[src/rtl/uart_fifo_bridge.sv]
// rtl/uart_fifo_bridge.sv - TX/RX byte FIFOs between bus registers and the UART core
// TX side drains one byte per UART frame through a four-state handshake FSM.
module uart_fifo_bridge #(
    parameter int DEPTH = 8,
    parameter int AW    = 3
) (
    input  logic          clk,
    input  logic          rst,
    input  logic          wr_en,
    input  logic [7:0]    wr_data,
    input  logic          rd_en,
    output logic [7:0]    rd_data,
    input  logic          clr_status,
    output logic          tx_full,
    output logic          tx_empty,
    output logic          rx_full,
    output logic          rx_empty,
    output logic [AW:0]   tx_count,
    output logic [AW:0]   rx_count,
    output logic          tx_ovf,
    output logic          rx_ovf,
    output logic [7:0]    err_count,
    output logic          uart_transmit,
    output logic [7:0]    uart_tx_byte,
    input  logic          uart_is_transmitting,
    input  logic          uart_sent,
    input  logic          uart_received,
    input  logic [7:0]    uart_rx_byte,
    input  logic          uart_recv_error
);

    localparam logic [AW:0] FULL_CNT = (AW+1)'(DEPTH);

    typedef enum logic [1:0] {
        S_IDLE,
        S_LAUNCH,
        S_BUSY,
        S_DRAIN
    } tx_state_t;

    tx_state_t       tx_state;
    logic [7:0]      tx_mem [DEPTH];
    logic [7:0]      rx_mem [DEPTH];
    logic [AW-1:0]   tx_wr_ptr, tx_rd_ptr, rx_wr_ptr, rx_rd_ptr;
    logic            tx_push, tx_pop, rx_push, rx_pop;

    assign tx_full  = (tx_count == FULL_CNT);
    assign tx_empty = (tx_count == '0);
    assign rx_full  = (rx_count == FULL_CNT);
    assign rx_empty = (rx_count == '0);
    assign rd_data  = rx_mem[rx_rd_ptr];

    // TX never accepts a push while full, even if the FSM pops that cycle.
    assign tx_pop  = (tx_state == S_IDLE) && !tx_empty;
    assign tx_push = wr_en && !tx_full;
    // RX frees a slot for the incoming byte when the bus pops in the same cycle.
    assign rx_pop  = rd_en && !rx_empty;
    assign rx_push = uart_received && (!rx_full || rx_pop);

    always_ff @(posedge clk) begin
        if (tx_push) tx_mem[tx_wr_ptr] <= wr_data;
        if (rx_push) rx_mem[rx_wr_ptr] <= uart_rx_byte;
    end

    always_ff @(posedge clk) begin
        if (rst) begin
            tx_wr_ptr <= '0;
            tx_rd_ptr <= '0;
            tx_count  <= '0;
            rx_wr_ptr <= '0;
            rx_rd_ptr <= '0;
            rx_count  <= '0;
        end else begin
            if (tx_push) tx_wr_ptr <= tx_wr_ptr + AW'(1);
            if (tx_pop)  tx_rd_ptr <= tx_rd_ptr + AW'(1);
            if (tx_push && !tx_pop)      tx_count <= tx_count + (AW+1)'(1);
            else if (!tx_push && tx_pop) tx_count <= tx_count - (AW+1)'(1);

            if (rx_push) rx_wr_ptr <= rx_wr_ptr + AW'(1);
            if (rx_pop)  rx_rd_ptr <= rx_rd_ptr + AW'(1);
            if (rx_push && !rx_pop)      rx_count <= rx_count + (AW+1)'(1);
            else if (!rx_push && rx_pop) rx_count <= rx_count - (AW+1)'(1);
        end
    end

    always_ff @(posedge clk) begin
        if (rst || clr_status) begin
            tx_ovf    <= 1'b0;
            rx_ovf    <= 1'b0;
            err_count <= 8'h00;
        end else begin
            if (wr_en && !tx_push)         tx_ovf <= 1'b1;
            if (uart_received && !rx_push) rx_ovf <= 1'b1;
            if (uart_recv_error && err_count != 8'hFF) err_count <= err_count + 8'h01;
        end
    end

    always_ff @(posedge clk) begin
        if (rst) begin
            tx_state      <= S_IDLE;
            uart_transmit <= 1'b0;
            uart_tx_byte  <= 8'h00;
        end else begin
            case (tx_state)
                S_IDLE: begin
                    if (!tx_empty) begin
                        uart_tx_byte  <= tx_mem[tx_rd_ptr];
                        uart_transmit <= 1'b1;
                        tx_state      <= S_LAUNCH;
                    end
                end
                S_LAUNCH: begin
                    if (uart_is_transmitting) begin
                        uart_transmit <= 1'b0;
                        tx_state      <= S_BUSY;
                    end
                end
                S_BUSY: begin
                    if (uart_sent) tx_state <= S_DRAIN;
                end
                S_DRAIN: begin
                    if (!uart_is_transmitting) tx_state <= S_IDLE;
                end
                default: tx_state <= S_IDLE;
            endcase
        end
    end

endmodule

[config.mk]
export PLATFORM = sky130hd
export DESIGN_NAME = uart_fifo_bridge
export DESIGN_NICKNAME = d
export VERILOG_FILES = /design/src/rtl/uart_fifo_bridge.sv
export SDC_FILE = /design/constraint.sdc
export NUM_CORES = 1
export LEC_CHECK = 0
export ABC_AREA = 1
export BUFFER_PORTS_ARGS = -buffer_cell sky130_fd_sc_hd__clkbuf_2
export CAP_MARGIN = 25
export CORE_ASPECT_RATIO = 0.8
export CORE_MARGIN = 8
export CORE_UTILIZATION = 45
export CTS_BUF_LIST = sky130_fd_sc_hd__clkbuf_16
export DETAILED_ROUTE_END_ITERATION = 10
export PLACE_DENSITY = 0.74
export SLEW_MARGIN = 20
export SYNTH_ARGS = -nofsm -noshare
export SYNTH_HDL_FRONTEND = slang
export SYNTH_SLANG_ARGS = --single-unit
[constraint.sdc]
create_clock -name clk -period 2.7 [get_ports clk]
set_input_delay 0.81 -clock clk [delete_from_list [all_inputs] [get_ports clk]]
set_output_delay 0.81 -clock clk [all_outputs]
set_load 0.01 [all_outputs]
[After elaboration in Yosys (flattened, before gate mapping)]
Memories as Yosys holds them, arrays and structs flattened. A register that Yosys moved wholly into a read port is not among the register bits.
Cells that the tools add are included.
Word-level totals
  register bits after elaboration: 33
  bits in writable memories: 128
  output and inout bits: 39
  word-level logic and storage cells: 81
  memories kept: 2
Cells by class
  add/sub/neg operators: 9
  eq/ne operators: 10
  multiplexer cells: 18
  bitwise operators: 1
  reduce and logical (&&, ||, !) cells: 30
Memories
  rx_mem: depth 8, width 8, rd ports 1, clocked after memory_dff 1, wr ports 1, RTL line 43  | logic [7:0] rx_mem [DEPTH];
  tx_mem: depth 8, width 8, rd ports 1, clocked after memory_dff 1, wr ports 1, RTL line 42  | logic [7:0] tx_mem [DEPTH];
Operators with widths (number)
  two-way mux 4 bit: 4
  adder 3 x 1 -> 3 bit (second input constant): 4
  logical AND 1 bit: 11
  adder 4 x 1 -> 4 bit (second input constant): 2
  adder 8 x 1 -> 8 bit (second input constant): 1
  equality test 4 bit (second input constant): 2
  zero test 1 bit: 8
  zero test 4 bit: 2
  two-way mux 2 bit: 4
  != test 2 bit (second input constant): 4
  != test 8 bit (second input constant): 1
  case mux 2 bit (4 select lines): 1
  subtractor 4 x 1 -> 4 bit (second input constant): 2
  two-way mux 1 bit: 6
  two-way mux 3 bit: 2
  nonzero test 2 bit: 3
  equality test 2 bit (second input constant): 2
  AND reduction 4 bit: 1
  AND reduction 3 bit: 1
  equality test 2 x 1 -> 1 bit (second input constant): 1
  zero test 2 bit: 1
  logical OR 1 bit: 2
  case mux 1 bit (2 select lines): 1
  AND reduction 2 bit: 1
  inverter 1 bit: 1

[Depth between registers and ports, before layout]
Gate-level depths: netlist of the first run.
  depth after elaboration: 9
  depth in mapped cells: 16
  mapped depth without buffers: 16

[Least setup slack after synthesis of the first run]
Ideal clock, no wire load.
  path kind: input to register
  start: in rd_en
  end: reg rx_count[3]
  library setup time: 0.070 ns
  arrival time: 2.211 ns
  path slack: 0.420 ns
  cell stages on the path: 13
  buffers on the path: 0
  cell sequence: inv_1 nand2_4 nand2_4 inv_2 ha_1 inv_1 ha_1 or2_2 nand2_1 nand3_1 nand2_1 nand2_1 a21oi_1
Between the ends
  cells in the longest elaborated chain, start to end: 6
  elaborated cells on any way between the ends: 9
  classes of those cells: mux (1); reduce/logical (8)
RTL lines
  start, declared: RTL line 11  | input logic rd_en,
  logical AND 1 bit *: RTL line 57  | assign rx_pop = rd_en && !rx_empty;
  logical OR 1 bit *: RTL line 58  | assign rx_push = uart_received && (!rx_full || rx_pop);
  logical AND 1 bit *: RTL line 58
  net rx_push: RTL line 45  | logic tx_push, tx_pop, rx_push, rx_pop;
  zero test 1 bit: RTL line 82  | else if (!rx_push && rx_pop) rx_count <= rx_count - (AW+1)'(1);
  logical AND 1 bit: RTL line 82
  nonzero test 2 bit (no line)
  end signal, assigned: RTL line 81  | if (rx_push && !rx_pop) rx_count <= rx_count + (AW+1)'(1);
  end signal, assigned: RTL line 82
  end, declared: RTL line 19  | output logic [AW:0] rx_count,
The timed path passes the listed nets; every way through them passes the cells marked *.
A chain may end at the register's enable or synchronous reset.

==> results of run 1 <==
[power breakdown]
part / switching (mW) / total [mW] / internal, mW
Clock: 1.07 / 2.28 / 1.21
Sequential: 0.228 / 3.33 / 3.10
Combinational: 1.57 / 2.45 / 0.879
[kinds of logic after synthesis]
group                    after synthesis  share of synthesized area
AND/OR/NAND/NOR                      350                      0.198
flip-flops                           172                      0.627
buffers and inverters                119                     0.0744
AO/OA/AOI/OAI                         92                     0.0625
adder cells (fa/ha/maj)               17                     0.0302
XOR/XNOR                               6                    0.00698
[cell type report]
cell class	count	area (µm²)
sequential	172	4720
clock inverter	15	133
clock buffer	17	425
fill	1458	7780
tap	220	275
inverter	94	363
multi-input combinational	465	2240
timing repair buffer	88	507
[path summary, 6_finish.rpt]
kind                    start           to  slack [ps]  cells past startpoint
hold / removal         rx_ovf       rx_ovf         450                      2
setup / recovery         flop   rd_data[1]         180                      8
hold reg to reg        rx_ovf       rx_ovf         450                      2
setup reg to reg  rx_count[0]  rx_count[3]         470                     15
[sequential cells by signal (all words and copies together), names as in the netlist, 4 cells and up, named ones only]
name and cells:
rx_mem 64, tx_mem 64, tx_count 4, rx_count 4, uart_tx_byte 8, err_count 8
[what timing repair did]
item                       CTS  global route
resized for setup            0             3
setup endpoints to repair    0             6
hold endpoints to repair     0             0
hold buffers                 0             0
[cells in the mapped netlist]
master    instances  share of area
clkbuf_1          3         0.0015
a21oi_1          26          0.017
and3_1            3         0.0025
inv_2             4         0.0020
buf_8             1         0.0020
nor3_1            4         0.0027
clkinv_1          1        0.00050
nor2_4            1         0.0015
inv_6             1         0.0012
fa_1              2         0.0053
edfxtp_1        128           0.51
inv_1            87          0.043
nand4_1           1        0.00083
or2_4             1         0.0012
xor2_1            6         0.0070
nand2_2           5         0.0042
ha_1             15          0.025
o21ai_0          46          0.031
buf_1             1        0.00050
nor2_1           94          0.047
nor2_2            3         0.0025
nand3b_1          2         0.0020
inv_4             1        0.00083
buf_6            10          0.015
o21bai_1          1         0.0010
o21ai_1          17          0.011
nand2_1         166          0.083
buf_2             7         0.0047
nand2_4           4         0.0060
dfxtp_1          44           0.12
buf_4             3         0.0030
nand3_1          62          0.041
a21oi_2           1         0.0012
or2_2             2         0.0017
nand3_2           2         0.0027
o21ai_2           1         0.0012
[critical path: stages, from the launching register on]
cell      delay (ps)
dfxtp_1          430
buf_4            250
nor2_1            70
nor2_1            70
o21ai_0          110
o21ai_1          100
nand2_1           60
nand2_1           60
clkbuf_2         120
[layer usage]
| metal | up-vias | share of wire |
|---|---|---|
| met5 | - | 0 |
| met4 | 0 | 0.011 |
| met3 | 14 | 0.069 |
| met2 | 136 | 0.45 |
| met1 | 2419 | 0.47 |
| li1 | 2657 | - |
[per-stage QoR]
| stage | instance area (µm²) | std cells | setup WS (ps) | total power [mW] |
|---|---|---|---|---|
| floorplan | 7530 | 756 | 420 | 5.16 |
| global placement | 8110 | 1039 | 238 | 5.77 |
| detailed placement | 8110 | 1039 | 192 | 5.84 |
| CTS | 8670 | 1071 | 75.6 | 8.13 |
| global route | 8670 | 1071 | 18.5 | 8.62 |
| finish | 8670 | 1071 | 183 | 8.06 |
==> impl_metrics.env, run 1 <==
export IMPL_outcome="finished, final reports clean"
export IMPL_clock_sinks=172
export IMPL_clkSlewWorstSetupHoldPaths_ps=70
export IMPL_maxSlewHeadroom=0.683
export IMPL_cp_max_fo=16
export IMPL_ys_ff_latch=172
export IMPL_dp_hpwl_um=10400
export IMPL_vias=5226
export IMPL_die_w_um=161
export IMPL_skew_ps=11.6
export IMPL_ys_types=36
export IMPL_cts_root_buf="clkbuf_16"
export IMPL_viasPerCell=4.88
export IMPL_fin_util=0.527
export IMPL_wl_per_cell_um=14.5
export IMPL_critPathKind="flop to output port"
export IMPL_critPathRequiredTime_ps=1890
export IMPL_place_congestion=0.788
export IMPL_final_cell_mix="166 x nand2_1, 128 x edfxtp_1, 94 x nor2_1"
export IMPL_tns_ps=0
export IMPL_postSynthAreaPerCell_um2=9.96
export IMPL_fin_crit_sh=0.932
export IMPL_ios=64
export IMPL_grt_antenna_before_repair=0
export IMPL_start_kind="flop"
export IMPL_arrival_ps=1710
export IMPL_row_count=42
export IMPL_coreArea_mm2=0.0164
export IMPL_h_tree_depth=4
export IMPL_cts_buffers=17
export IMPL_grt_pass1_wl_um=25600
export IMPL_nNetsFinal=880
export IMPL_overflow=0
export IMPL_routed_wl_um=15600
export IMPL_worst_pin_slew_ps=475
export IMPL_grt_pass1_vias=5038
export IMPL_grt_use_met3=0.0509
export IMPL_antenna_cells=0
export IMPL_drc_errors=0
export IMPL_rsz0062_at_grt="no"
export IMPL_met2_usage=0.232
export IMPL_clk_latency_ps=430
export IMPL_ys_warn_count=0
export IMPL_leakage_nw=3.63
export IMPL_drv_slew=0
export IMPL_hold_ws_ps=452
export IMPL_die_y_um=132
export IMPL_drive_gt1_frac=0.169
export IMPL_clk_path_buf_depth=2
export IMPL_drv_cap=0
export IMPL_syn_num_nets=798
export IMPL_fin_crit_ps=2520
export IMPL_drt_first_pass_iters=5
export IMPL_syn_to_final_growth_pct=15.2
export IMPL_start_util=0.458
export IMPL_met1_usage=0.204
export IMPL_netlist_instances=756
export IMPL_postRouteAntennaNets=0
export IMPL_setup_viol=0
export IMPL_fmax_mhz=397
export IMPL_cts_tree="yes"
export IMPL_yosysSeqAreaShare=0.627
export IMPL_peakVddDrop_uv=557
export IMPL_dieArea_mm2=0.0212
export IMPL_grt_max_degree=35
export IMPL_io_buffers=63
export IMPL_post_cts_setup_buffers=0
export IMPL_crit_path_end_kind="output port"
export IMPL_worstHoldPathType="flop to flop"
export IMPL_grt_busiest_layer="met2"
export IMPL_drt_iter0_drc=382
export IMPL_finalHoldViolCount=0
export IMPL_mappedNetlistArea_mm2=0.00753
export IMPL_power_density_mw_per_mm2=929
export IMPL_final_common_cell="nand2_1"
export IMPL_track_usage=0.152
Note: power is estimated with default switching activity, not from simulation.
==> run 2, diff against run 1 <==
--- a/config.mk
+++ b/config.mk
@@ -15,4 +15,5 @@
 export DETAILED_ROUTE_END_ITERATION = 10
 export PLACE_DENSITY = 0.74
+export RECOVER_POWER = 50
 export SLEW_MARGIN = 20
 export SYNTH_ARGS = -nofsm -noshare
==> constraint.sdc (replaced) <==
create_clock -name clk -period 2.7 [get_ports clk]
set_input_delay 0.54 -clock clk [delete_from_list [all_inputs] [get_ports clk]]
set_output_delay 0.54 -clock clk [all_outputs]
set_load 0.01 [all_outputs]
==> run 2 against run 1 <==
Net effect: sequential cell count is the same; final cell count fell by 0.47%; power up 1.4%; clock skew fell by 3.7 ps; final area is 0.72% lower; clock power rose by 8%; core utilization shrank 0.38 points; wire length down 0.98%; critical path type is now flop to flop; critical endpoint is now tx_count[3]; largest cell class unchanged.
==> impl_metrics.env, run 2 (synthesis results as in run 1) <==
export IMPL_top_regs="rx_mem: 64 flops, tx_mem: 64 flops"
export IMPL_arrival_ps=2700
export IMPL_fin_crit_ps=2350
export IMPL_cp_slowest_cell="dfxtp_1"
export IMPL_die_w_um=161
export IMPL_dieArea_mm2=0.0212
export IMPL_crit_path_end_kind="flop"
export IMPL_drc_errors=0
export IMPL_fin_total_pwr_mw=8.17
export IMPL_clk_latency_ps=430
export IMPL_worst_pin_slew_ps=913
export IMPL_crit_buf_inv=2
export IMPL_row_count=42
export IMPL_finalHoldViolCount=0
export IMPL_nNetsFinal=875
export IMPL_crit_family="simple AND/OR/NAND/NOR gates"
export IMPL_postRouteAntennaNets=0
export IMPL_worstHoldPathType="input port to flop"
export IMPL_combPwrFrac=0.290
export IMPL_outcome="finished, final reports clean"
export IMPL_hold_ws_ps=384
export IMPL_vias=5204
export IMPL_switching_share=0.349
export IMPL_drv_slew=0
export IMPL_maxSlewHeadroom=0.391
export IMPL_cts_buffers=17
export IMPL_rsz0062_at_grt="no"
export IMPL_cts_hold_buf=0
export IMPL_grt_use_met3=0.0496
export IMPL_overflow=0
export IMPL_power_density_mw_per_mm2=949
export IMPL_final_cell_mix="168 x nand2_1, 128 x edfxtp_1, 97 x nor2_1"
export IMPL_slowest_delay_ps=370
export IMPL_place_congestion=0.850
export IMPL_ios=64
export IMPL_cts_root_buf="clkbuf_16"
export IMPL_p_int_mw=5.32
export IMPL_dpl_cell_area_mm2=0.00807
export IMPL_grt_busiest_layer="met2"
export IMPL_drt_iter0_drc=408
export IMPL_dp_cells=1034
export IMPL_h_tree_depth=4
export IMPL_clkSlewWorstSetupHoldPaths_ps=70
export IMPL_grt_pass1_vias=4937
export IMPL_cts_tree="yes"
export IMPL_start_util=0.458
export IMPL_tns_ps=0
export IMPL_drive_gt1_frac=0.122
export IMPL_coreArea_mm2=0.0164
export IMPL_critPathRequiredTime_ps=3050
export IMPL_leakage_nw=3.52
export IMPL_dp_hpwl_um=10300
export IMPL_viasPerCell=4.88
export IMPL_syn_to_final_growth_pct=14.3
export IMPL_clk_path_buf_depth=2
export IMPL_drv_cap=0
export IMPL_drt_first_pass_iters=5
export IMPL_skew_ps=7.95
export IMPL_critPathKind="flop to flop"
export IMPL_wl_per_cell_um=14.5
export IMPL_grt_antenna_before_repair=0
export IMPL_grt_pass1_wl_um=25000
export IMPL_met2_usage=0.224
export IMPL_clock_sinks=172
export IMPL_antenna_cells=0
export IMPL_met1_usage=0.198
export IMPL_stdcell_area_mm2=0.00861
export IMPL_setup_viol=0
export IMPL_fin_crit_sh=0.871
export IMPL_io_buffers=63
export IMPL_start_kind="flop"
export IMPL_track_usage=0.148
export IMPL_crit_top_cell="nand2_1"
export IMPL_grt_max_degree=35
export IMPL_p_seq_frac=0.408
export IMPL_post_cts_setup_buffers=0
export IMPL_clkPwrFrac=0.301
export IMPL_peakVddDrop_uv=633
export IMPL_stdcell_count=1066
export IMPL_cts_resized=0
export IMPL_cp_max_fo=6
export IMPL_die_y_um=132
export IMPL_switchingPower_mw=2.86
export IMPL_path_cells="nor2_1 > nand3_1 > nand2_2 > inv_1 > ha_1 > inv_1 > ha_1 > or2_2 > nand2_1 > nand3_1 > nand2_1 > nand2_1 > a21oi_1"
export IMPL_final_common_cell="nand2_1"
export IMPL_routed_wl_um=15400
export IMPL_fmax_mhz=425
[run 2: stage by stage]
stage               utilization  setup WS, ps
floorplan                     -           569
global placement          0.491           502
detailed placement        0.491           426
CTS                       0.527           345
global route              0.523           101
finish                    0.523           348
[run 2: path summary, 6_finish.rpt]
kind | start | endpoint | slack, ps | cells after the start
worst max register to register | tx_count[0] | tx_count[3] | 350 | 13
worst min register to register | tx_ovf | tx_ovf | 450 | 2
worst min-delay path | wr_en | tx_ovf | 380 | 3
worst max-delay path | tx_count[0] | tx_count[3] | 350 | 13
[run 2: metal layers]
metal	up-vias	routed length, µm
li1	2645	-
met1	2412	7170
met2	132	7080
met3	15	1020
met4	0	161
met5	-	0
[run 2: layout make-up]
type                    count  area (µm²)
fillers                  1426        7840
flip-flops and latches    172        4720
multi-input cells         465        2220
clock buffers              17         425
repair buffers             83         425
inverters                  94         359
well taps                 220         275
clock inverters            15         178
[run 2: worst min-delay path, delay by kind of cell]
family | cells | cell delay, ps
compound gates | 1 | 60
buf+inv | 1 | 100
simple gates | 1 | 70
[run 2: power groups by stage]
stage | Clock [mW] | Combinational (mW) | Sequential (mW)
2_1_floorplan | 0 | 1.80 | 3.36
3_3_place_gp | 0 | 2.37 | 3.37
4_1_cts | 2.50 | 2.43 | 3.33
3_5_place_dp | 0 | 2.41 | 3.39
5_1_grt | 2.62 | 2.71 | 3.36
6_report | 2.46 | 2.37 | 3.33
==> run 3, diff against run 2 <==
BUFFER_PORTS_ARGS = -buffer_cell sky130_fd_sc_hd__buf_2   (was -buffer_cell sky130_fd_sc_hd__clkbuf_2)
==> run 3 against run 2 <==
Net effect: register-to-register slack about the same; power grew 1.0%; wire length is 4.6% higher; sequential cell count stayed put; final cell count hardly changed; worst setup slack worse by 10 ps; clock-buffer cell count stayed put; core utilization up 0.16 points; sequential share of layout area down 0.17 points; final area rose by 0.31%; sequential power about the same; critical path type unchanged; largest power group unchanged; highest routed layer unchanged.
==> impl_metrics.env, run 3 (synthesis results as in run 1) <==
export IMPL_vias=5346
export IMPL_dp_hpwl_um=10700
export IMPL_h_tree_depth=4
export IMPL_die_y_um=132
export IMPL_startpoint="tx_count[0]"
export IMPL_dieArea_mm2=0.0212
export IMPL_wl_per_cell_um=15.1
export IMPL_grt_antenna_before_repair=0
export IMPL_rsz0062_at_grt="no"
export IMPL_cts_hold_buf=0
export IMPL_routed_wl_um=16100
export IMPL_antenna_cells=0
export IMPL_final_common_cell="nand2_1"
export IMPL_overflow=0
export IMPL_die_w_um=161
export IMPL_arrival_ps=2710
export IMPL_r2r_cells=13
export IMPL_start_kind="flop"
export IMPL_leakage_nw=3.55
export IMPL_track_usage=0.154
export IMPL_clock_sinks=172
export IMPL_drive_gt1_frac=0.125
export IMPL_grt_max_degree=35
export IMPL_drc_errors=0
export IMPL_power_density_mw_per_mm2=956
export IMPL_worstHoldPathType="input port to flop"
export IMPL_clk_latency_ps=430
export IMPL_final_cell_mix="167 x nand2_1, 128 x edfxtp_1, 97 x nor2_1"
export IMPL_nNetsFinal=876
export IMPL_p_seq_frac=0.400
export IMPL_fin_ws_ps=338
export IMPL_start_util=0.458
export IMPL_cts_root_buf="clkbuf_16"
export IMPL_fin_crit_sh=0.875
export IMPL_crit_end="tx_count[3]"
export IMPL_clkPwrFrac=0.306
export IMPL_skew_ps=12.7
export IMPL_clk_path_buf_depth=2
export IMPL_grt_pass1_vias=5148
export IMPL_grt_pass1_wl_um=25800
export IMPL_p_int_mw=5.41
export IMPL_postRouteAntennaNets=0
export IMPL_outcome="finished, final reports clean"
export IMPL_switchingPower_mw=2.84
export IMPL_dp_cells=1035
export IMPL_coreArea_mm2=0.0164
export IMPL_place_congestion=0.829
export IMPL_hold_ws_ps=397
export IMPL_fin_crit_ps=2360
export IMPL_setup_viol=0
export IMPL_peakVddDrop_uv=540
export IMPL_fillers=1449
export IMPL_pre_cts_ws_ps=421
export IMPL_finalHoldViolCount=0
export IMPL_switching_share=0.345
export IMPL_fmax_mhz=423
export IMPL_cts_buffers=17
export IMPL_clkSlewWorstSetupHoldPaths_ps=70
export IMPL_io_buffers=63
export IMPL_ff2ff_setup_slack_ps=340
export IMPL_fin_util=0.525
export IMPL_row_count=42
export IMPL_crit_path_end_kind="flop"
export IMPL_syn_to_final_growth_pct=14.7
export IMPL_maxSlewHeadroom=0.374
export IMPL_cts_resized=0
export IMPL_r2r_end="tx_count[3]"
export IMPL_r2r_start="tx_count[0]"
export IMPL_viasPerCell=5.01
export IMPL_worst_pin_slew_ps=939
export IMPL_ios=64
export IMPL_top_regs="rx_mem: 64 flops, tx_mem: 64 flops"
export IMPL_stdcell_count=1067
export IMPL_tns_ps=0
export IMPL_drv_cap=0
export IMPL_drt_iter0_drc=416
export IMPL_drv_slew=0
export IMPL_drt_first_pass_iters=6
export IMPL_post_cts_setup_buffers=0
export IMPL_critPathKind="flop to flop"
export IMPL_combPwrFrac=0.294
export IMPL_cts_tree="yes"
export IMPL_critPathRequiredTime_ps=3050
export IMPL_cp_max_fo=6
-- run 3: cell types whose count changed in the layout (fill, tap and decap cells not counted), sizes merged --
| cell | change |
|---|---|
| bufinv | +1 |
| clkinv | +2 |
| buf | +35 |
| clkbuf | -34 |
| inv | -3 |
-- run 3: metrics by stage --
step,area (µm²),power [mW]
after floorplan,7530,5.16
after global placement,8080,5.75
after detailed placement,8080,5.82
after CTS,8700,8.35
after global routing,8640,8.76
final,8640,8.25
-- run 3: how the worst min path moves through the flow --
stage	start	to	cells after the start
floorplan	rx_rd_ptr[0]	flop	1
global route	wr_en	tx_ovf	3
finish	wr_en	tx_ovf	3
global placement	tx_ovf	tx_ovf	2
CTS	wr_data[7]	tx_mem[0][7]	1
detailed placement	rx_ovf	rx_ovf	2
-- run 3: power by group through the flow --
| stage | Clock, mW | Sequential, mW | Combinational, mW |
|---|---|---|---|
| 5_1_grt | 2.67 | 3.33 | 2.76 |
| 3_3_place_gp | 0 | 3.34 | 2.41 |
| 3_5_place_dp | 0 | 3.35 | 2.47 |
| 4_1_cts | 2.57 | 3.30 | 2.49 |
| 6_report | 2.53 | 3.30 | 2.43 |
| 2_1_floorplan | 0 | 3.36 | 1.80 |
-- run 3: critical path: stages (launching register included) --
cell,delay (ps)
dfxtp_1,370
nor2_1,240
nand3_1,160
nand2_2,140
inv_1,80
ha_1,210
inv_1,140
ha_1,270
or2_2,310
nand2_1,80
nand3_1,70
nand2_1,60
nand2_1,40
a21oi_1,110
-- run 3: routing by layer --
metal / vias to the layer above / GRT usage / wire length [µm]
met5: - / 0 / 0
met4: 0 / 0.0544 / 253
met3: 26 / 0.0478 / 1190
met2: 183 / 0.237 / 7330
met1: 2497 / 0.202 / 7370
li1: 2640 / - / -
-- run 3: final cells by class --
type	instances	area (µm²)	share of cell area
Clock inverter	15	194	0.0225
Clock buffer	17	425	0.0493
Inverter	94	359	0.0416
Multi-Input combinational cell	465	2220	0.257
Timing Repair Buffer	84	437	0.0506
Tap cell	220	275	0.0319
Sequential cell	172	4720	0.547
